$ cat config.mk
export PLATFORM = sky130hd
export DESIGN_NAME = mosbius_cfg_chain
export DESIGN_NICKNAME = d
export VERILOG_FILES = /design/src/rtl/mosbius_pkg.sv /design/src/rtl/mosbius_bbm_timer.sv /design/src/rtl/mosbius_cfg_chain.sv
export SDC_FILE = /design/constraint.sdc
export NUM_CORES = 1
export LEC_CHECK = 0
export ABC_AREA = 1
export BUFFER_PORTS_ARGS = -buffer_cell sky130_fd_sc_hd__buf_2
export CORE_ASPECT_RATIO = 1.25
export CORE_MARGIN = 2
export CORE_UTILIZATION = 45
export CTS_BUF_LIST = sky130_fd_sc_hd__clkbuf_16
export DETAILED_ROUTE_END_ITERATION = 8
export PLACE_DENSITY = 0.7
export SLEW_MARGIN = 20
export SYNTH_ARGS = -nofsm -noshare
export SYNTH_HDL_FRONTEND = slang
export SYNTH_SLANG_ARGS = --single-unit
export TNS_END_PERCENT = 5
$ cat constraint.sdc
create_clock -name clk_i -period 1.6 [get_ports clk_i]
set_input_delay 0.32 -clock clk_i [delete_from_list [all_inputs] [get_ports clk_i]]
set_output_delay 0.32 -clock clk_i [all_outputs]
set_load 0.005 [all_outputs]
$ cat src/rtl/mosbius_pkg.sv
// Shared types and index helpers for the MOSbius switch-matrix configuration chain.
package mosbius_pkg;

    typedef enum logic [1:0] {
        IDLE,
        SHIFT,
        BREAK
    } state_e;

    function automatic int chain_len(input int n_bus, input int n_dev);
        return n_bus * n_dev;
    endfunction

    // Switch for device terminal 'dev' onto bus 'bus' sits at dev*N_BUS + bus in the chain.
    function automatic int sw_idx(input int dev, input int bus, input int n_bus = 5);
        return dev * n_bus + bus;
    endfunction

endpackage

$ cat src/rtl/mosbius_bbm_timer.sv
// Break-before-make countdown: loads a cycle count and flags the final cycle of the interval.
module mosbius_bbm_timer #(
    parameter int unsigned W = 2
) (
    input  logic         clk_i,
    input  logic         rst_i,
    input  logic         load_i,
    input  logic [W-1:0] load_val_i,
    output logic         done_o
);

    logic [W-1:0] count_q;
    logic [W-1:0] count_d;

    always_comb begin
        count_d = count_q;
        if (load_i) begin
            count_d = load_val_i;
        end else if (count_q != '0) begin
            count_d = count_q - 1'b1;
        end
    end

    always_ff @(posedge clk_i) begin
        if (rst_i) begin
            count_q <= '0;
        end else begin
            count_q <= count_d;
        end
    end

    assign done_o = (count_q == W'(1));

endmodule

$ cat src/rtl/mosbius_cfg_chain.sv
// Double-buffered serial configuration chain for the MOSbius analog switch matrix,
// with frame-length checking, readback of the active configuration and a BBM interval.
module mosbius_cfg_chain
    import mosbius_pkg::*;
#(
    parameter int N_BUS      = 5,
    parameter int N_DEV      = 16,
    parameter int BBM_CYCLES = 2
) (
    input  logic                             clk_i,
    input  logic                             rst_i,
    input  logic                             enable_i,
    input  logic                             dat_in_i,
    output logic                             dat_out_o,
    output logic [chain_len(N_BUS,N_DEV)-1:0] sw_ctrl_o,
    output logic                             busy_o,
    output logic                             err_o,
    output logic                             cfg_valid_o
);

    localparam int L  = chain_len(N_BUS, N_DEV);
    localparam int CW = $clog2(L + 2);
    localparam int BW = (BBM_CYCLES > 1) ? $clog2(BBM_CYCLES + 1) : 1;

    state_e          state_q;
    logic [L-1:0]    sr_q;
    logic [L-1:0]    shadow_q;
    logic [L-1:0]    sw_q;
    logic [CW-1:0]   cnt_q;
    logic            dat_out_q;
    logic            err_q;
    logic            valid_q;
    logic            bbm_load;
    logic            bbm_done;

    assign bbm_load = (state_q == SHIFT) && !enable_i && (cnt_q == CW'(L));

    mosbius_bbm_timer #(
        .W(BW)
    ) u_bbm (
        .clk_i      (clk_i),
        .rst_i      (rst_i),
        .load_i     (bbm_load),
        .load_val_i (BW'(BBM_CYCLES)),
        .done_o     (bbm_done)
    );

    // The shadow is pushed into the chain on the first bit, so readback costs no extra cycle.
    always_ff @(posedge clk_i) begin
        if (rst_i) begin
            state_q   <= IDLE;
            sr_q      <= '0;
            shadow_q  <= '0;
            sw_q      <= '0;
            cnt_q     <= '0;
            dat_out_q <= 1'b0;
            err_q     <= 1'b0;
            valid_q   <= 1'b0;
        end else begin
            case (state_q)
                IDLE: begin
                    if (enable_i) begin
                        sr_q      <= {shadow_q[L-2:0], dat_in_i};
                        dat_out_q <= shadow_q[L-1];
                        cnt_q     <= CW'(1);
                        state_q   <= SHIFT;
                    end
                end
                SHIFT: begin
                    if (enable_i) begin
                        sr_q      <= {sr_q[L-2:0], dat_in_i};
                        dat_out_q <= sr_q[L-1];
                        if (cnt_q != CW'(L + 1)) begin
                            cnt_q <= cnt_q + 1'b1;
                        end
                    end else if (cnt_q == CW'(L)) begin
                        shadow_q <= sr_q;
                        err_q    <= 1'b0;
                        if (BBM_CYCLES == 0) begin
                            sw_q    <= sr_q;
                            valid_q <= 1'b1;
                            state_q <= IDLE;
                        end else begin
                            sw_q    <= '0;
                            state_q <= BREAK;
                        end
                    end else begin
                        err_q   <= 1'b1;
                        state_q <= IDLE;
                    end
                end
                BREAK: begin
                    if (bbm_done) begin
                        sw_q    <= shadow_q;
                        valid_q <= 1'b1;
                        state_q <= IDLE;
                    end
                end
                default: state_q <= IDLE;
            endcase
        end
    end

    assign dat_out_o   = dat_out_q;
    assign sw_ctrl_o   = sw_q;
    assign busy_o      = (state_q != IDLE);
    assign err_o       = err_q;
    assign cfg_valid_o = valid_q;

endmodule

# After elaboration in Yosys (flattened, before gate mapping)

Cells that the tools add are included.

Add/sub/neg operators: 2
$mul: 0
Divide/modulo/power cells: 0
$lt $le $gt $ge: 0
Equal/unequal tests: 11
Shift operators: 0
Muxes and demuxes: 22
Bitwise logic cells: 1
Reductions and logical operators: 17

Operators with widths:

| operator            | count |
|---|---|
| $mux 80             | 5 |
| $pmux 80 s2         | 2 |
| $mux 7              | 3 |
| $pmux 7 s2          | 1 |
| $mux 2              | 6 |
| $reduce_bool 2->1   | 5 |
| $reduce_and 3->1    | 3 |
| $ne 2x2->1 const B  | 4 |
| $reduce_and 4->1    | 2 |
| $add 7x1->7 const B | 1 |
| $eq 7x7->1 const B  | 1 |
| $ne 7x7->1 const B  | 1 |
| $pmux 2 s3          | 1 |
| $eq 2x1->1 const B  | 2 |
| $ne 2x1->1 const B  | 2 |
| $reduce_and 2->1    | 2 |
| $mux 1              | 3 |
| $eq 2x2->1 const B  | 1 |
| $logic_and 1x1->1   | 2 |
| $logic_not 2->1     | 1 |
| $pmux 1 s2          | 1 |
| $reduce_or 2->1     | 1 |
| $sub 2x1->2 const B | 1 |
| $logic_not 1->1     | 1 |
| $not 1->1           | 1 |

Register bits: 254
Latch bits: 0
Bits in writable memories: 0
Memory bits (read-only): 0
Input bits: 4
Output and inout bits: 84
Word-level logic and storage cells: 63
Memories: 0

# Logic depth before layout (Yosys ltp)

Gate-level depths: netlist of the first run.

Depth in word-level cells: 4
Gate-level depth with buffers: 10
Gate-level depth less buffers: 10

# Hierarchy

Synthesis of the first run repeated with hierarchy kept, for this count alone.

Cells, all modules: 1371
Area total of the unflattened synthesis: 9796.9 um2

Modules (own cells, without submodules):

| module            | times used | cells an instance | area each (um2) | sequential area each (um2) |
|---|---|---|---|---|
| mosbius_cfg_chain | 1          | 1349              | 9656.8          | 5044.8 |
| mosbius_bbm_timer | 1          | 22                | 140.1           | 40.0 |

# Worst setup path before layout of the first run

No wires, ideal clock.

Kind: register to register
Start: reg cnt_q[0]
End: reg state_q[1]
Arrival time: 1.286 ns
Data required time: 1.472 ns
Setup slack: 0.186 ns
Cell stages (with the launch flop): 11
Path buffers: 2
Cell sequence: dfxtp_1 -> inv_1 -> ha_1 -> inv_1 -> nor2_4 -> nand4_4 -> inv_2 -> buf_6 -> buf_6 -> nor2_1 -> nor2_1

Longest elaborated chain between the ends: 4

Ends and longest elaborated chain:

| item                     | line                    | source |
|---|---|---|
| start: declaration       | mosbius_cfg_chain.sv:29 | `logic [CW-1:0] cnt_q;` |
| start signal: assignment | mosbius_cfg_chain.sv:74 | `cnt_q <= cnt_q + 1'b1;` |
| $eq 7x7->1               | mosbius_cfg_chain.sv:76 | `end else if (cnt_q == CW'(L)) begin` |
| $mux 2                   | mosbius_cfg_chain.sv:76 |  |
| $mux 2                   | mosbius_cfg_chain.sv:70 | `if (enable_i) begin` |
| $pmux 2 s3               | mosbius_cfg_chain.sv:60 | `case (state_q)` |
| end signal: assignment   | mosbius_cfg_chain.sv:66 | `state_q <= SHIFT;` |
| end signal: assignment   | mosbius_cfg_chain.sv:82 | `state_q <= IDLE;` |
| end signal: assignment   | mosbius_cfg_chain.sv:85 | `state_q <= BREAK;` |
| end: declaration         | mosbius_cfg_chain.sv:25 | `state_e state_q;` |

No other way between the ends. The select of a mux whose other input is x is not followed.
A chain may end at the register's enable or synchronous reset.

# Worst setup path in the final report of the first run

Start: reg state_q[0]
End: out busy_o

Longest elaborated chain between the ends: 1

Ends and longest elaborated chain:

| item                     | line                     | source |
|---|---|---|
| start signal: assignment | mosbius_cfg_chain.sv:51  | `state_q <= IDLE;` |
| start signal: assignment | mosbius_cfg_chain.sv:66  |  |
| start signal: assignment | mosbius_cfg_chain.sv:82  |  |
| $reduce_bool 2->1        | mosbius_cfg_chain.sv:106 | `assign busy_o = (state_q != IDLE);` |
| end: declaration         | mosbius_cfg_chain.sv:16  | `output logic busy_o,` |

No other way between the ends.

==> run summary, run 1 <==
In the final layout, flip-flops and latches occupy 5090 um^2. The number of nets in the layout is ~1,400. The final-report max-slew violation count came out at 0. The number of cells in the finished layout apart from fillers came out at 1,671. Synthesis instantiated 24 different standard cells from the library. The worst clock skew is between 0.01 and 0.015 ns. The detailed router's first-iteration violation count came out at 633. The diode insertion count for antenna repair came out at 0. The finished cells cover 11,300 um^2. The placed instances occupy a cell area of 10,500 um^2. From synthesis to final layout, the design area changed by 15.4%. After detailed routing, the number of remaining DRC violations is 0.

The die is 169 um tall. The total routed wirelength is 22.8 mm. The number of register bits inferred by synthesis came out at approximately 250.

TritonCTS built the clock tree. The fraction of power consumed by sequential logic came out at 0.534. The fraction of power spent switching nets is 0.224. The filler cell count is a little over 2,000. The clock reaches the later pin of the worst-skew pair after 0.52 ns. Including well taps, the total number of placed cells is roughly 1,600. The leakage power is 4.35 nW. The part of the Yosys area used for sequential elements came out at 0.521.

The total buffers and inverters traversed by the critical path came out at 2. The maximum number of pins on one net before global-route repair is about 120. The type of the worst setup path is reg -> out. The warning count from the yosys run is 0. The arrival time reported for the critical path endpoint came out at ~1.2 ns. In this run the count of I/O pins placed on the die edge is 88. The number of antenna violations at the first check in global routing is 0.

The post-route clock period utilization is 0.971. Among cell families on the critical path, the largest total delay comes from flip-flops. The remaining global-route overflow came out at 0. The design internal power came out at 9.31 mW. The data required time at the worst endpoint came out at 1.28 ns. CTS built an H-tree with a depth of 1. The number of endpoints with negative hold slack in the final report is 0. The clock share of power came out at 0.424. The initial core utilization came out at 0.456. The post-layout minimum cycle time came out at 1.55 ns. Setup repair after global routing could not meet its margin everywhere. The part of the power in combinational logic is 0.041. Across every metal layer, demand over resource in global routing totals 0.199. The area of combinational cells with multiple inputs is just over 4000 um^2.

Across the VDD grid, the largest voltage drop is 0.782 mV. The tightest min-delay check is of the in -> reg type. The minimum setup slack in the final design came out at 0.0470 ns. The run finished with clean final reports.

The mean instance size in the synthesized netlist came out at 7.37 um^2. In this run the standard cell core region covers between 20,000 and 25,000 um^2. The largest stage delay on the critical path came out at 0.34 ns. The count of clock tree sinks is roughly 250. The tree is rooted in a sky130_fd_sc_hd__clkbuf_16. The post-layout utilization of the core is 0.526. The net switching power came out at between 2 and 3 mW. Summed over all nets, the half-perimeter wirelength after detailed placement is 13.9 mm.

The congestion estimate from routability-driven global placement came to just under 0.8. The post-CTS setup buffer count came out at 0. The maximum achievable frequency is ~0.64 GHz. The floorplan has 60 rows. The total CTS buffers is 24. The count of maximum capacitance violations came out at 0. The wire length of the first global-routing pass came out at 38.3 mm.

The number of global-route vias before repair came out at about 8,000. The clock tree buffer depth came out at 3. For this design the ratio of total power to cell area is 1060 nW/um^2. The netlist area before placement is 9750 um^2.

Port buffering added 87 buffers. The final routed wire length divided by cell count came out at 13.6 um. The pin slew with the least headroom to its limit is 0.547 ns.

STA classifies the critical path endpoint as an output port. The die outline width is 136 um. The number of cells on the worst reg-to-reg path is 9. The area of the die is between 20,000 and 25,000 um^2. Counting every net in the synthesized netlist gives 1,330. In this run the remaining antenna-violating nets after routing total 0. STA classifies the critical path startpoint as a flop. The number of cells produced by synthesis is approximately 1,300. The number of vias per cell after detailed routing is 5.10. The instance count along the most critical hold path is 3. Walking the worst path, the cells encountered are inv_2, nand2_1, buf_2.

The via count is 8,530. The highest net fanout along the worst path is 5. The clock input transition at the sequential cells of the worst setup and hold paths is roughly 0.060 ns. The proportion of layout cells with a drive suffix above 1 came out at 0.127.

The count of final setup violators came out at 0. The setup TNS came out at 0 ns. Measured against its own limit, the worst slew margin works out to 0.636. The depth of the critical timing path with buffers and inverters included came out at 3.

Before CTS, the worst setup slack after placement is around 0.097 ns. The cell with the largest stage delay on the worst path is sky130_fd_sc_hd__dfxtp_2. The number of search-and-repair iterations in the first detailed-routing pass came out at 5.
-- cell type report --
class / count / share of cell area
multi-input cells: 949 / 0.367
well taps: 279 / 0.0310
clock inverters: 16 / 0.00589
clock buffers: 25 / 0.0556
inverters: 28 / 0.00945
flip-flops and latches: 254 / 0.452
repair buffers: 120 / 0.0786
-- repair_timing --
| item | in CTS | in global routing |
|---|---|---|
| setup endpoints to repair | 1 | 46 |
| resized for setup | 2 | 16 |
| gates cloned | 0 | 0 |
| hold buffers | 0 | 0 |
-- sequential cells by signal (all words and copies together) (netlist names) --
name,count
state_q,2
shadow_q,80
err_o,1
sw_ctrl_o,80
dat_out_o,1
cfg_valid_o,1
u_bbm.count_q,2
sr_q,80
cnt_q,7
-- worst paths after layout --
check,to,slack (ns),from
setup reg to reg,shadow_q[50]$_SDFFE_PP0P_,0.06,cnt_q[0]$_SDFFE_PP0P_
hold reg to reg,sw_ctrl_o[22]$_SDFFE_PP0P_,0.46,sw_ctrl_o[22]$_SDFFE_PP0P_
setup / recovery,busy_o,0.05,state_q[0]$_SDFFE_PP0P_
hold / removal,sr_q[0]$_SDFFE_PP0P_,0.07,dat_in_i
-- layer usage --
layer,global-route usage,wire length (um),up-vias,share of wire
met5,0,0,-,0
met4,0.0711,595,0,0.026
met3,0.0264,1120,38,0.049
met2,0.333,10600,180,0.46
met1,0.264,10500,3953,0.46
li1,-,-,4359,-
-- worst reg2reg max path, stage by stage (launching register included) --
cell and delay [ns]:
sky130_fd_sc_hd__dfxtp_1 0.31, sky130_fd_sc_hd__inv_1 0.08, sky130_fd_sc_hd__ha_1 0.16, sky130_fd_sc_hd__inv_2 0.04, sky130_fd_sc_hd__nor2_4 0.12, sky130_fd_sc_hd__nand4_4 0.13, sky130_fd_sc_hd__inv_2 0.16, sky130_fd_sc_hd__buf_12 0.20
sky130_fd_sc_hd__nor2_1 0.08, sky130_fd_sc_hd__nor2_1 0.16
-- power groups by stage --
stage | Sequential [mW] | Combinational (mW) | Clock, mW
after floorplan | 6.53 | 0.329 | 0
after global placement | 6.54 | 0.488 | 0
after detailed placement | 6.54 | 0.491 | 0
after CTS | 6.40 | 0.493 | 5.22
after global routing | 6.40 | 0.552 | 5.51
final | 6.40 | 0.496 | 5.09
-- synth_stat cells --
library cell / number / share of area
sky130_fd_sc_hd__nand2_1: 381 / 0.15
sky130_fd_sc_hd__dfxtp_1: 254 / 0.52
sky130_fd_sc_hd__nor2_1: 212 / 0.082
sky130_fd_sc_hd__o21ai_0: 141 / 0.072
sky130_fd_sc_hd__a21oi_1: 133 / 0.068
sky130_fd_sc_hd__nand3_1: 46 / 0.024
sky130_fd_sc_hd__clkbuf_1: 45 / 0.017
sky130_fd_sc_hd__buf_2: 25 / 0.013
sky130_fd_sc_hd__inv_1: 22 / 0.0085
sky130_fd_sc_hd__o21ai_1: 18 / 0.0092
sky130_fd_sc_hd__buf_6: 11 / 0.013
sky130_fd_sc_hd__buf_1: 8 / 0.0031
sky130_fd_sc_hd__inv_2: 6 / 0.0023
sky130_fd_sc_hd__a22o_1: 3 / 0.0027
sky130_fd_sc_hd__buf_4: 3 / 0.0023
sky130_fd_sc_hd__ha_1: 3 / 0.0038
sky130_fd_sc_hd__nand2_2: 3 / 0.0019
sky130_fd_sc_hd__nor2_2: 2 / 0.0013
sky130_fd_sc_hd__nor2_4: 2 / 0.0023
sky130_fd_sc_hd__nand4_4: 1 / 0.0022
sky130_fd_sc_hd__nor3_1: 1 / 0.00051
sky130_fd_sc_hd__nor3_4: 1 / 0.0017
sky130_fd_sc_hd__o31ai_1: 1 / 0.00077
sky130_fd_sc_hd__xor2_1: 1 / 0.00090
-- per-stage QoR --
step	power, mW	hold slack (ns)
after global placement	7.03	0.445
after global routing	12.5	0.110
after CTS	12.1	0.0569
after floorplan	6.86	0.439
final	12.0	0.0744
after detailed placement	7.03	0.449
-- cells in the final DEF (no fill, tap or decap) --
cell                           n
sky130_fd_sc_hd__nand4_4       1
sky130_fd_sc_hd__buf_2        86
sky130_fd_sc_hd__nand3_1      46
sky130_fd_sc_hd__inv_2         7
sky130_fd_sc_hd__nor2_2        1
sky130_fd_sc_hd__nor3_4        1
sky130_fd_sc_hd__buf_12       15
sky130_fd_sc_hd__nand2_2       3
sky130_fd_sc_hd__nor3_1        1
sky130_fd_sc_hd__o31ai_1       1
sky130_fd_sc_hd__ha_1          3
sky130_fd_sc_hd__buf_4        16
sky130_fd_sc_hd__clkinvlp_4    1
sky130_fd_sc_hd__clkbuf_16    25
sky130_fd_sc_hd__clkinv_2      3
sky130_fd_sc_hd__a22o_1        3
sky130_fd_sc_hd__buf_6         3
sky130_fd_sc_hd__a21oi_2      10
sky130_fd_sc_hd__dfxtp_2       2
sky130_fd_sc_hd__nor2_4        3
sky130_fd_sc_hd__a21oi_1     123
sky130_fd_sc_hd__dfxtp_1     252
sky130_fd_sc_hd__xor2_1        1
sky130_fd_sc_hd__o21ai_1      20
sky130_fd_sc_hd__o21ai_0     139
sky130_fd_sc_hd__clkinv_1      6
sky130_fd_sc_hd__nand2_1     381
sky130_fd_sc_hd__nor2_1      212
sky130_fd_sc_hd__inv_1        27
-- cell families after synthesis --
family | Yosys count | synth area share
adder cells (fa/ha/maj) | 3 | 0.00385
XOR/XNOR | 1 | 0.000898
AO/OA/AOI/OAI | 296 | 0.153
flip-flops | 254 | 0.521
buffers and inverters | 120 | 0.0590
AND/OR/NAND/NOR | 649 | 0.262
No activity file was read; power rests on OpenSTA's default activity.
==> run 2: changes to the inputs <==
Settings changed: ABC_AREA 1 to not set.
==> run 2 against run 1 <==
The run now ends with setup timing left. Non-clock buffer count up 16. Flip-flop and latch count is the same. Cell count down 14%. First-iteration DRC count shrank 42%. Utilization rose by 1.2 points. Largest power group unchanged. Design area is 10% higher. Synthesized cell count down 20%. Worst setup slack lost 0.091 ns. Clock power grew 24%.
==> run summary, run 2 <==
The worst hold path terminates at sr_q[0]$_SDFFE_PP0P_. The proportion of layout cells with a drive suffix above 1 came to 0.168 (+0.0405). The clock input transition at the sequential cells of the worst setup and hold paths is 0.06 ns (about the same).

The sequential cell area in the final layout came to 5090 um^2 (about the same). The routability congestion estimate from global placement came to 0.782 (+0.13%). The final-report max-slew violation count came out at 0 (unchanged). The warning count from the yosys run came out at 0 (unchanged).

The portion of synthesized cell area occupied by the leading cell type came to 0.480 (-0.0414). The global-route usage over all layers came out at 0.176 (-0.0236). In this run the critical register-to-register path is captured at shadow_q[32]$_SDFFE_PP0P_. The die span in y came out at 176 um (+4.1%). The number of antenna violations at the first check in global routing is 0 (unchanged).

The clock tree buffer depth was 3 (unchanged). The number of enable flip-flop cells after synthesis was 0 (unchanged). The instance count along the most critical hold path came out at 3 (unchanged). The slack of the worst reg-to-reg path came out at 0.02 ns (-0.04 ns).

The count of maximum capacitance violations came to 0 (unchanged). STA classifies the critical path startpoint as a flop. The library cell used most frequently in the layout, excluding fill and tap cells, is sky130_fd_sc_hd__dfxtp_1. In the layout the commonest cells are sky130_fd_sc_hd__dfxtp_1 (250), sky130_fd_sc_hd__nor2_1 (163), sky130_fd_sc_hd__mux2i_1 (161). The run finished, with violations left.

The arrival time reported for the critical path endpoint is 1.32 ns (+0.09 ns). The mean instance size in the synthesized netlist was 9.98 um^2 (+35%). The via count is 7,819 (-8.3%). The share of flip-flops with an asynchronous set or reset is 0 (unchanged). The remaining global-route overflow came out at 0 (unchanged). The area of combinational cells with multiple inputs is 4890 um^2 (+18%).

The count of final setup violators is 1 (+1). The total routed wirelength came out at 22.1 mm (-3.2%). The clock share of power is 0.468 (+0.044). The number of global-route vias before repair was 7,661 (-4.6%). The wire length of the first global-routing pass came out at 37.1 mm (-3.1%). The leading area contributor after synthesis is sky130_fd_sc_hd__dfxtp_1. The post-layout minimum cycle time came out at 1.64 ns (+0.0913 ns). The half-perimeter wire length of the detailed placement result came to 13.5 mm (-2.9%). The diode insertion count for antenna repair was 0 (unchanged). For this design, the slowest cell found on the critical path is sky130_fd_sc_hd__dfxtp_2. The filler cell count came out at 2,021 (-2.6%). The core region area is 23,000 um^2 (+7.7%). The worst hold slack after final layout is 0.0557 ns (-0.0187 ns).

The number of port buffers came out at 87 (unchanged). The number of endpoints with negative hold slack in the final report is 0 (unchanged). The maximum achievable frequency was 0.608 GHz (-5.6%).

The netlist area before placement is 10,600 um^2 (+8.6%). The total power of the final layout came out at 13.5 mW (+13%). The count of different cell masters after synthesis is 43 (+79%). The total CTS buffers is 26 (+8.3%). The design internal power was 10.6 mW (+14%). The H-tree depth is 1 (unchanged). The pin slew with the least headroom to its limit is 0.329 ns (-0.218 ns). The net switching power is 2.93 mW (+9.5%). The post-route clock period utilization was 1.03 (+0.0571).

The tightest min-delay check is of the in -> reg type. The part of the Yosys area used for sequential elements was 0.480 (-0.0414). The tree is rooted in a sky130_fd_sc_hd__clkbuf_16. The net count of the mapped netlist came out at 1,069 (-20%). Setup repair after global routing could not meet its margin everywhere.

The number of cells produced by synthesis is 1,062 (-20%). The number of ports placed on the die boundary is 88 (unchanged). The minimum setup slack in the final design is -0.0443 ns (-0.0913 ns). Sorting the synthesized cells by area gives the leading types as sky130_fd_sc_hd__dfxtp_1 (48%), sky130_fd_sc_hd__mux2i_1 (15%), sky130_fd_sc_hd__a41o_1 (7.6%). The number of nets still failing antenna checks after routing is 0 (unchanged). The maximum VDD drop came out at 0.900 mV (+15%). The placed cell area is 11,400 um^2 (+8.6%). The count of clock tree sinks was 254 (unchanged). Traced cell by cell, the critical path runs through buf_6, or2_4, buf_6. The post-detailed-route DRC marker count is 0 (unchanged). The die outline width came out at 141 um (+4.1%). The startpoint identified for the worst register-to-register timing path is state_q[1]$_SDFFE_PP0P_.

The fraction of power spent switching nets came out at 0.217 (-0.00639). The startpoint identified for the worst hold timing path is dat_in_i. The detailed router's first-iteration violation count is 367 (-42%). The data required time at the worst endpoint came to 1.28 ns (about the same). The fraction of power consumed by sequential logic came out at 0.483 (-0.051). The number of register bits inferred by synthesis is 254 (unchanged).

The power per unit of standard cell area came out at 1090 nW/um^2 (+2.4%). The number of cells on the worst reg-to-reg path came out at 5 (-4). The number of search-and-repair iterations in the first detailed-routing pass came out at 4 (-1). The type of the worst setup path is reg -> out. The synthesis-to-layout area growth came out at 16.9%. Yosys instantiated no cell more often than sky130_fd_sc_hd__dfxtp_1.

The headroom to the max-slew limit is 0.781 (+0.145). The part of the power in combinational logic came out at 0.050 (+0.009). The area of the die is 24,800 um^2 (+8.4%).

The largest stage delay on the critical path came out at 0.33 ns (about the same). The most numerous cell type found on the critical path is sky130_fd_sc_hd__buf_6. TritonCTS built the clock tree.

The number of nets in the layout was 1,132 (-18%). The worst setup path is captured at an output port. The worst clock skew came to 0.0151 ns (+0.00152 ns). The clock latency on the worst-skew pair is 0.53 ns (about the same). The final routed wire length divided by cell count is 15.4 um (+13%). The checks that failed: setup timing. The highest net fanout along the worst path was 2 (-3). The minimum setup slack after placement came out at 0.0116 ns (-0.0854 ns).

The number of vias per cell after detailed routing came out at 5.46 (+6.9%). The maximum number of pins on one net before global-route repair came to 66 (-43%). The most used flip-flop cell after synthesis is sky130_fd_sc_hd__dfxtp_1.

Sorting the synthesized cells by how often they occur yields sky130_fd_sc_hd__dfxtp_1 (254), sky130_fd_sc_hd__nor2_1 (163), sky130_fd_sc_hd__mux2i_1 (161), sky130_fd_sc_hd__nand2_1 (88), sky130_fd_sc_hd__nand2b_1 (84). The leakage power is 5.57 nW (+28%). The number of core rows is 62 (+3.3%). The final instance area is 12,400 um^2 (+10%). The initial core utilization came to 0.460 (+0.00402).
[run 2: cell types whose count changed after synthesis, sizes merged, moves of 3 or more]
cell	previous run	this run
nand2b	0	84
a21oi	133	7
a22o	3	0
nand2	384	88
clkbuf	45	51
o21ai	159	2
inv	28	6
a211oi	0	81
mux2i	0	161
buf	47	50
nor2	216	163
a41o	0	80
nand3	46	4
[run 2: metrics by stage]
step	util	TNS (ns)	std cells
finish	0.538	-0.0443	1433
detailed placement	0.496	0	1382
CTS	0.537	-0.0646	1433
global route	0.538	-0.301	1433
global placement	0.496	0	1382
floorplan	-	0	1062
[run 2: cells by family (layout without fill, tap and decap cells)]
logic type / Yosys count / in the layout / share of synthesized area
buffers and inverters: 108 / 191 / 0.0635
multiplexers: 161 / 161 / 0.152
AO/OA/AOI/OAI: 178 / 178 / 0.144
adder cells (fa/ha/maj): 3 / 3 / 0.00354
AND/OR/NAND/NOR: 358 / 358 / 0.157
flip-flops: 254 / 254 / 0.480
[run 2: power groups by stage]
stage                     clock network (mW)  logic, mW  registers, mW
after floorplan                            0      0.494           6.64
after global placement                     0      0.649           6.66
after detailed placement                   0      0.659           6.66
after CTS                               6.48      0.670           6.52
after global routing                    6.75      0.737           6.53
final                                   6.32      0.669           6.52
[run 2: worst max path at each step]
stage	startpoint	to	slack [ns]
finish	state_q[0]$_SDFFE_PP0P_	busy_o	-0.04
global placement	enable_i	sw_ctrl_o[45]$_SDFFE_PP0P_	0.05
floorplan	state_q[1]$_SDFFE_PP0P_	shadow_q[70]$_SDFFE_PP0P_	0.14
detailed placement	enable_i	sw_ctrl_o[52]$_SDFFE_PP0P_	0.01
CTS	state_q[1]$_SDFFE_PP0P_	busy_o	-0.06
global route	state_q[0]$_SDFFE_PP0P_	busy_o	-0.08
[run 2: what timing repair did]
action	4_1_cts	5_1_grt
endpoints found under the setup margin	1	32
pin swaps	3	0
setup buffers	3	0
resized for setup	8	7
hold endpoints to repair	0	0
hold buffers	0	0
[run 2: worst max-delay path: cells and delay by family, from the launching register on]
kind / cells / cell delay (ns)
DFF: 1 / 0.33
and+or+nand+nor: 1 / 0.24
buffers and inverters: 2 / 0.22
[run 2: per-layer routing]
layer,part of all wire,track usage,vias to the layer above
met4,0.024,0.0525,0
met1,0.46,0.231,3732
met5,0,0,-
met2,0.48,0.302,139
met3,0.037,0.0229,37
li1,-,-,3911
[run 2: layout make-up]
class                   count  share of cell area
flip-flops and latches    254               0.411
multi-input cells         700               0.395
repair buffers            136              0.0906
clock buffers              27              0.0545
well taps                 288              0.0291
clock inverters            21              0.0178
inverters                   7             0.00232
